--- src/rtl/mips_pkg.sv ---
// Shared encodings for the multicycle MIPS control path: opcodes, ALUOp,
// datapath mux selects and the main-control state enum.
package mips_pkg;

  localparam logic [5:0] OP_R    = 6'd0;
  localparam logic [5:0] OP_J    = 6'd2;
  localparam logic [5:0] OP_JAL  = 6'd3;
  localparam logic [5:0] OP_BEQ  = 6'd4;
  localparam logic [5:0] OP_BNE  = 6'd5;
  localparam logic [5:0] OP_ADDI = 6'd8;
  localparam logic [5:0] OP_ANDI = 6'd12;
  localparam logic [5:0] OP_LW   = 6'd35;
  localparam logic [5:0] OP_SW   = 6'd43;

  localparam logic [1:0] ALUOP_ADD   = 2'd0;
  localparam logic [1:0] ALUOP_SUB   = 2'd1;
  localparam logic [1:0] ALUOP_FUNCT = 2'd2;
  localparam logic [1:0] ALUOP_AND   = 2'd3;

  localparam logic [1:0] PCS_ALU    = 2'd0;
  localparam logic [1:0] PCS_ALUOUT = 2'd1;
  localparam logic [1:0] PCS_JUMP   = 2'd2;
  localparam logic [1:0] PCS_A      = 2'd3;

  localparam logic [1:0] SRCB_B     = 2'd0;
  localparam logic [1:0] SRCB_FOUR  = 2'd1;
  localparam logic [1:0] SRCB_IMM   = 2'd2;
  localparam logic [1:0] SRCB_IMMSH = 2'd3;

  localparam logic [1:0] RDST_RT = 2'd0;
  localparam logic [1:0] RDST_RD = 2'd1;
  localparam logic [1:0] RDST_RA = 2'd2;

  typedef enum logic [3:0] {
    S_IDLE     = 4'd0,
    S_FETCH    = 4'd1,
    S_DECODE   = 4'd2,
    S_MEMADDR  = 4'd3,
    S_MEMREAD  = 4'd4,
    S_MEMWB    = 4'd5,
    S_MEMWRITE = 4'd6,
    S_EXEC     = 4'd7,
    S_RWB      = 4'd8,
    S_BRANCH   = 4'd9,
    S_JUMP     = 4'd10,
    S_IMMEXEC  = 4'd11,
    S_IMMWB    = 4'd12,
    S_JR       = 4'd13
  } state_t;

endpackage

--- src/rtl/mips_multicycle_control.sv ---
// Main control FSM for the multicycle MIPS datapath. Only the state is
// registered; every strobe decodes combinationally so reset clears them at once.
module mips_multicycle_control
  import mips_pkg::*;
(
  input  logic       clk,
  input  logic       reset_n,
  input  logic [5:0] opcode,
  input  logic       jump_reg,
  input  logic       mem_ready,
  output logic       pc_write,
  output logic       pc_write_cond,
  output logic       branch_ne,
  output logic       iord,
  output logic       mem_read,
  output logic       mem_write,
  output logic       ir_write,
  output logic       mem_to_reg,
  output logic       reg_write,
  output logic [1:0] reg_dst,
  output logic       alu_src_a,
  output logic [1:0] alu_src_b,
  output logic [1:0] alu_op,
  output logic [1:0] pc_source,
  output logic       illegal_op,
  output logic [3:0] state
);

  state_t state_q, state_d;

  always_ff @(posedge clk or negedge reset_n) begin
    if (!reset_n) state_q <= S_IDLE;
    else          state_q <= state_d;
  end

  assign state = state_q;

  always_comb begin
    state_d = state_q;
    case (state_q)
      S_IDLE:     state_d = S_FETCH;
      S_FETCH:    if (mem_ready) state_d = S_DECODE;
      S_DECODE: begin
        case (opcode)
          OP_LW, OP_SW:     state_d = S_MEMADDR;
          OP_R:             state_d = jump_reg ? S_JR : S_EXEC;
          OP_BEQ, OP_BNE:   state_d = S_BRANCH;
          OP_J, OP_JAL:     state_d = S_JUMP;
          OP_ADDI, OP_ANDI: state_d = S_IMMEXEC;
          default:          state_d = S_FETCH;
        endcase
      end
      // IR is frozen after FETCH, so anything but lw/sw here cannot occur.
      S_MEMADDR:  state_d = (opcode == OP_LW) ? S_MEMREAD :
                            (opcode == OP_SW) ? S_MEMWRITE : S_FETCH;
      S_MEMREAD:  if (mem_ready) state_d = S_MEMWB;
      S_MEMWRITE: if (mem_ready) state_d = S_FETCH;
      S_EXEC:     state_d = S_RWB;
      S_IMMEXEC:  state_d = S_IMMWB;
      default:    state_d = S_FETCH;
    endcase
  end

  always_comb begin
    pc_write      = 1'b0;
    pc_write_cond = 1'b0;
    branch_ne     = 1'b0;
    iord          = 1'b0;
    mem_read      = 1'b0;
    mem_write     = 1'b0;
    ir_write      = 1'b0;
    mem_to_reg    = 1'b0;
    reg_write     = 1'b0;
    reg_dst       = RDST_RT;
    alu_src_a     = 1'b0;
    alu_src_b     = SRCB_B;
    alu_op        = ALUOP_ADD;
    pc_source     = PCS_ALU;
    illegal_op    = 1'b0;
    case (state_q)
      S_FETCH: begin
        mem_read  = 1'b1;
        alu_src_b = SRCB_FOUR;
        ir_write  = mem_ready;
        pc_write  = mem_ready;
      end
      S_DECODE: begin
        alu_src_b  = SRCB_IMMSH;
        illegal_op = !(opcode inside {OP_R, OP_J, OP_JAL, OP_BEQ, OP_BNE,
                                      OP_ADDI, OP_ANDI, OP_LW, OP_SW});
      end
      S_MEMADDR: begin
        alu_src_a = 1'b1;
        alu_src_b = SRCB_IMM;
      end
      S_MEMREAD: begin
        mem_read = 1'b1;
        iord     = 1'b1;
      end
      S_MEMWB: begin
        reg_write  = 1'b1;
        mem_to_reg = 1'b1;
      end
      S_MEMWRITE: begin
        mem_write = 1'b1;
        iord      = 1'b1;
      end
      S_EXEC: begin
        alu_src_a = 1'b1;
        alu_op    = ALUOP_FUNCT;
      end
      S_RWB: begin
        reg_write = 1'b1;
        reg_dst   = RDST_RD;
      end
      S_BRANCH: begin
        alu_src_a     = 1'b1;
        alu_op        = ALUOP_SUB;
        pc_write_cond = 1'b1;
        pc_source     = PCS_ALUOUT;
        branch_ne     = (opcode == OP_BNE);
      end
      S_JUMP: begin
        pc_write  = 1'b1;
        pc_source = PCS_JUMP;
        if (opcode == OP_JAL) begin
          reg_write = 1'b1;
          reg_dst   = RDST_RA;
        end
      end
      S_IMMEXEC: begin
        alu_src_a = 1'b1;
        alu_src_b = SRCB_IMM;
        alu_op    = (opcode == OP_ANDI) ? ALUOP_AND : ALUOP_ADD;
      end
      S_IMMWB:    reg_write = 1'b1;
      S_JR: begin
        pc_write  = 1'b1;
        pc_source = PCS_A;
      end
      default: ;
    endcase
  end

endmodule
--- config.mk ---
export PLATFORM = sky130hd
export DESIGN_NAME = mips_multicycle_control
export DESIGN_NICKNAME = d
export VERILOG_FILES = /design/src/rtl/mips_pkg.sv /design/src/rtl/mips_multicycle_control.sv
export SDC_FILE = /design/constraint.sdc
export NUM_CORES = 1
export LEC_CHECK = 0
export CORE_UTILIZATION = 43
export DETAILED_ROUTE_END_ITERATION = 7
export PLACE_DENSITY_LB_ADDON = 0.2
export SYNTH_ARGS = -nofsm -noshare
export SYNTH_HDL_FRONTEND = slang
export SYNTH_SLANG_ARGS = --single-unit
--- constraint.sdc ---
create_clock -name clk -period 3.4 [get_ports clk]
set_input_delay 0.85 -clock clk [delete_from_list [all_inputs] [get_ports clk]]
set_output_delay 0.85 -clock clk [all_outputs]
set_load 0.1 [all_outputs]
==> summary.txt, run 1 <==
Flow run
  – Number of max-cap violations: 0

Route
  – Residual DRC: 0
  – Drt first pass iters: 4
  – Via-to-Cell Ratio: 5.980
  – DRT antenna net count: 0
  – DRT iter0 DRCs: 30
  – WL/cell: 14.07 um
  – Via count: 891
  – Routed WL: 2.097 mm

Yosys
  – Mapped Avg Cell Area: 7.150 um^2
  – Largest family of logic cells by synthesized area: simple AND/OR/NAND/NOR gates
  – Syn Inst Count: 98
  – Post-synthesis compound-gate area fraction: 30.18%
  – Post-Synthesis Cell Area: 700.7 um^2
  – Synthesized flop and latch total: 4
  – Ys Warns: 0
  – Multiplexer share of the synthesized area: 0%
  – Syn_nets: 108
  – Simple-gate share of the synthesized area: 42.86%
  – Cell variety after synth: 40
  – Area share of fa/ha/maj cells after synthesis: 0%
  – Seq/Total Area, Yosys: 14.29%
  – Post-Synth XOR/XNOR Area: 1.250%

Final layout
  – Final core occ: 77.08%
  – ANT cells: 0
  – Most frequent cells in the layout: buf_4, nand2_1, clkdlybuf4s50_1
  – Max reg flops: 4
  – Most common cell after layout, fill and taps aside: buf_4
  – Final nets: 144
  – Fraction of layout cells with a size suffix above 1: 44.36%
  – Area grow syn2layout: 65.71%

Critical path
  – Crit Path Max Fanout: 7
  – R2R depth: 4
  – Critical path type: primary input to primary output
  – Endpoint class of the critical path: primary output
  – Worst setup path end: illegal_op
  – Critical path launch point: opcode[3]
  – R2r setup slk: 1.59 ns
  – Worst r2r src: state[0]
  – Critical Path Start Type: primary input
  – Critical path data required time: 2.55 ns
  – Arrival time worst endpoint: 2.44 ns
  – Worst reg2reg path endpoint: state[1]

Timing
  – Period Utilization, post-route: 96.82%
  – Post-layout min period: 3.292 ns
  – # setup viols final: 0
  – Fmax: 303.8 MHz
  – Final Skew: 0.002493 ns
  – Post-route setup TNS: 0 ns
  – Worst-margin pin slew: 0.6041 ns
  – Slew headroom: 59.73%
  – Max-slew violations: 0
  – Final Hold Fails: 0
  – RSZ-0062 raised after global routing: no
  – Setup ws final: 0.1081 ns

Floorplan
  – Site row count: 14
  – Die Span Y: 42.37 um
  – Die ar.: 1795 um^2
  – Core area: 1506 um^2
  – Io pins: 33
  – Initial Util: 46.51%
  – Chip width: 42.37 um

Clock tree
  – CTS tree: done
  – H-tree depth: 1
  – Root Driver: clkbuf_4
  – Number of setup buffers added after CTS: 0
  – CTS Buf Count: 3
  – Clock transition at the registers of the reported paths: 0.04 ns
  – Total clock sinks: 4
  – CTS Hold Bufs: 0
  – Clk Latency, worst-skew pair: 0.25 ns
  – Clk buf depth: 2
  – CTS resizes: 0

Placed design
  – HPWL after DPL: 1.608 mm
  – Gpl congestion: 0.9924
  – Number of port buffers: 32
  – Worst slack, placed: 0.1341 ns

GRT
  – Busiest layer in global routing: met2
  – Initial antenna violation count: 0
  – Grt met1 use: 32.35%
  – Global-route wire length before repair: 3.463 mm
  – GRT overflow: 0
  – Vias in the first global route: 755
  – GRT Total Usage: 25.51%
  – Met2 usage: 38.77%
  – Met3 usage: 6.897%
  – Largest net degree at the start of global routing: 19

Min path
  – Worst hold path type: flip-flop to flip-flop

Power
  – Max VDD drop: 799.0 uV
  – Leak: 0.4699 nW
  – Power density over the cells: 951.0 nW/um^2

Outcome
  – Outcome: complete, no violations
-- logic make-up (layout without fill, tap and decap cells) --
kind of cell,after synthesis,in the layout
AO/OA/AOI/OAI,29,29
XOR/XNOR,1,1
buffers and inverters,10,45
flip-flops,4,4
AND/OR/NAND/NOR,54,54
-- cell usage after synthesis --
| cell | number | share of area (%) |
|---|---|---|
| a22o_2 | 1 | 1.4 |
| o21ai_1 | 1 | 0.71 |
| nor3_1 | 7 | 5.0 |
| buf_2 | 2 | 1.4 |
| o32ai_2 | 1 | 2.3 |
| and2b_2 | 1 | 1.3 |
| nor2b_1 | 1 | 0.89 |
| and2_1 | 2 | 1.8 |
| xnor2_1 | 1 | 1.3 |
| and3_1 | 1 | 0.89 |
| a32o_1 | 1 | 1.4 |
| o21a_1 | 1 | 1.1 |
| or2_2 | 2 | 1.8 |
| and4b_1 | 1 | 1.4 |
| nor4b_2 | 1 | 2.1 |
| clkbuf_8 | 1 | 2.0 |
| o221a_2 | 1 | 1.6 |
| a211o_1 | 1 | 1.3 |
| nand2_1 | 11 | 5.9 |
| nand3_1 | 2 | 1.4 |
| nand2b_1 | 5 | 4.5 |
| o21ai_0 | 6 | 4.3 |
| a221oi_1 | 1 | 1.3 |
| nor3b_1 | 1 | 1.1 |
| buf_6 | 4 | 6.4 |
| nand4_1 | 2 | 1.8 |
| nand2b_4 | 1 | 2.0 |
| nor2_1 | 11 | 5.9 |
| a21oi_1 | 8 | 5.7 |
| inv_1 | 3 | 1.6 |
| o31ai_1 | 1 | 1.1 |
| a31o_2 | 1 | 1.3 |
| or3_4 | 1 | 1.6 |
| a211oi_1 | 1 | 1.1 |
| nor4_1 | 4 | 3.6 |
| a21boi_0 | 1 | 1.1 |
| o32a_2 | 1 | 1.6 |
| dfrtp_1 | 4 | 14 |
| o31ai_2 | 1 | 1.8 |
| o221ai_1 | 1 | 1.3 |
-- critical path: stages --
cell	delay [ns]
clkdlybuf4s50_1	0.60
buf_4	0.18
o21ai_0	0.10
a32o_1	0.29
nor4_4	0.20
buf_12	0.22
-- per-stage QoR --
step           power, mW  instance area [um^2]  instances  hold WS, ns
6_report           1.104                  1161        149       0.6976
4_1_cts            1.105                  1161        149       0.6915
3_5_place_dp       1.033                  1135        145       0.6931
5_1_grt            1.145                  1161        149       0.7136
2_1_floorplan     0.8377                 775.7         98       0.5544
3_3_place_gp       1.022                  1135        145       0.6839
-- layout make-up --
| type | count | area (um^2) |
|---|---|---|
| clock buffers | 4 | 26.28 |
| fillers | 110 | 345.3 |
| inverters | 3 | 11.26 |
| multi-input cells | 84 | 594.3 |
| flip-flops and latches | 4 | 101.3 |
| well taps | 16 | 20.02 |
| repair buffers | 38 | 407.9 |
-- report_power, final --
part	internal (mW)	leakage (nW)	switching [mW]
Combinational	0.235	0.405	0.664
Sequential	0.0627	0.0498	0.0723
Clock	0.0444	0.0150	0.0257
Total	0.342	0.470	0.762
-- worst min-delay path by stage --
stage                           to  slack, ns  depth (start not counted)  startpoint
after floorplan           state[0]       0.55                          0     reset_n
after global placement    state[2]       0.68                          1    state[0]
after detailed placement  state[2]       0.69                          1    state[0]
after CTS                 state[2]       0.69                          1    state[0]
after global routing      state[2]       0.71                          1    state[0]
final                     state[2]       0.70                          1    state[0]
-- layer usage --
layer | vias up | wire length [um] | part of all wire (%)
li1 | 434 | - | -
met3 | 6 | 155 | 7.4
met1 | 407 | 864 | 41
met4 | 0 | 46 | 2.2
met2 | 44 | 1031 | 49
met5 | - | 0 | 0
(Power assumes the default switching activity.)
==> inputs of run 2 (changes only) <==
--- a/config.mk
+++ b/config.mk
@@ -5,6 +5,7 @@
 export SDC_FILE = /design/constraint.sdc
 export NUM_CORES = 1
 export LEC_CHECK = 0
+export CAP_MARGIN = 10
 export CORE_UTILIZATION = 43
 export DETAILED_ROUTE_END_ITERATION = 7
 export PLACE_DENSITY_LB_ADDON = 0.2
==> results of run 2 <==
Final layout, timing and power as in run 1 (identical DEF).
==> inputs of run 3 (changes only) <==
--- a/config.mk
+++ b/config.mk
@@ -8,6 +8,7 @@
 export CAP_MARGIN = 10
 export CORE_UTILIZATION = 43
 export DETAILED_ROUTE_END_ITERATION = 7
+export MAX_ROUTING_LAYER = met4
 export PLACE_DENSITY_LB_ADDON = 0.2
 export SYNTH_ARGS = -nofsm -noshare
 export SYNTH_HDL_FRONTEND = slang
==> results of run 3 <==
Final layout, timing and power as in run 1 (identical DEF).
Main changes from that run: final weighted congestion in routability-driven placement 0.9924 -> 1.011; overall routing resource usage 25.51% -> 26.21%
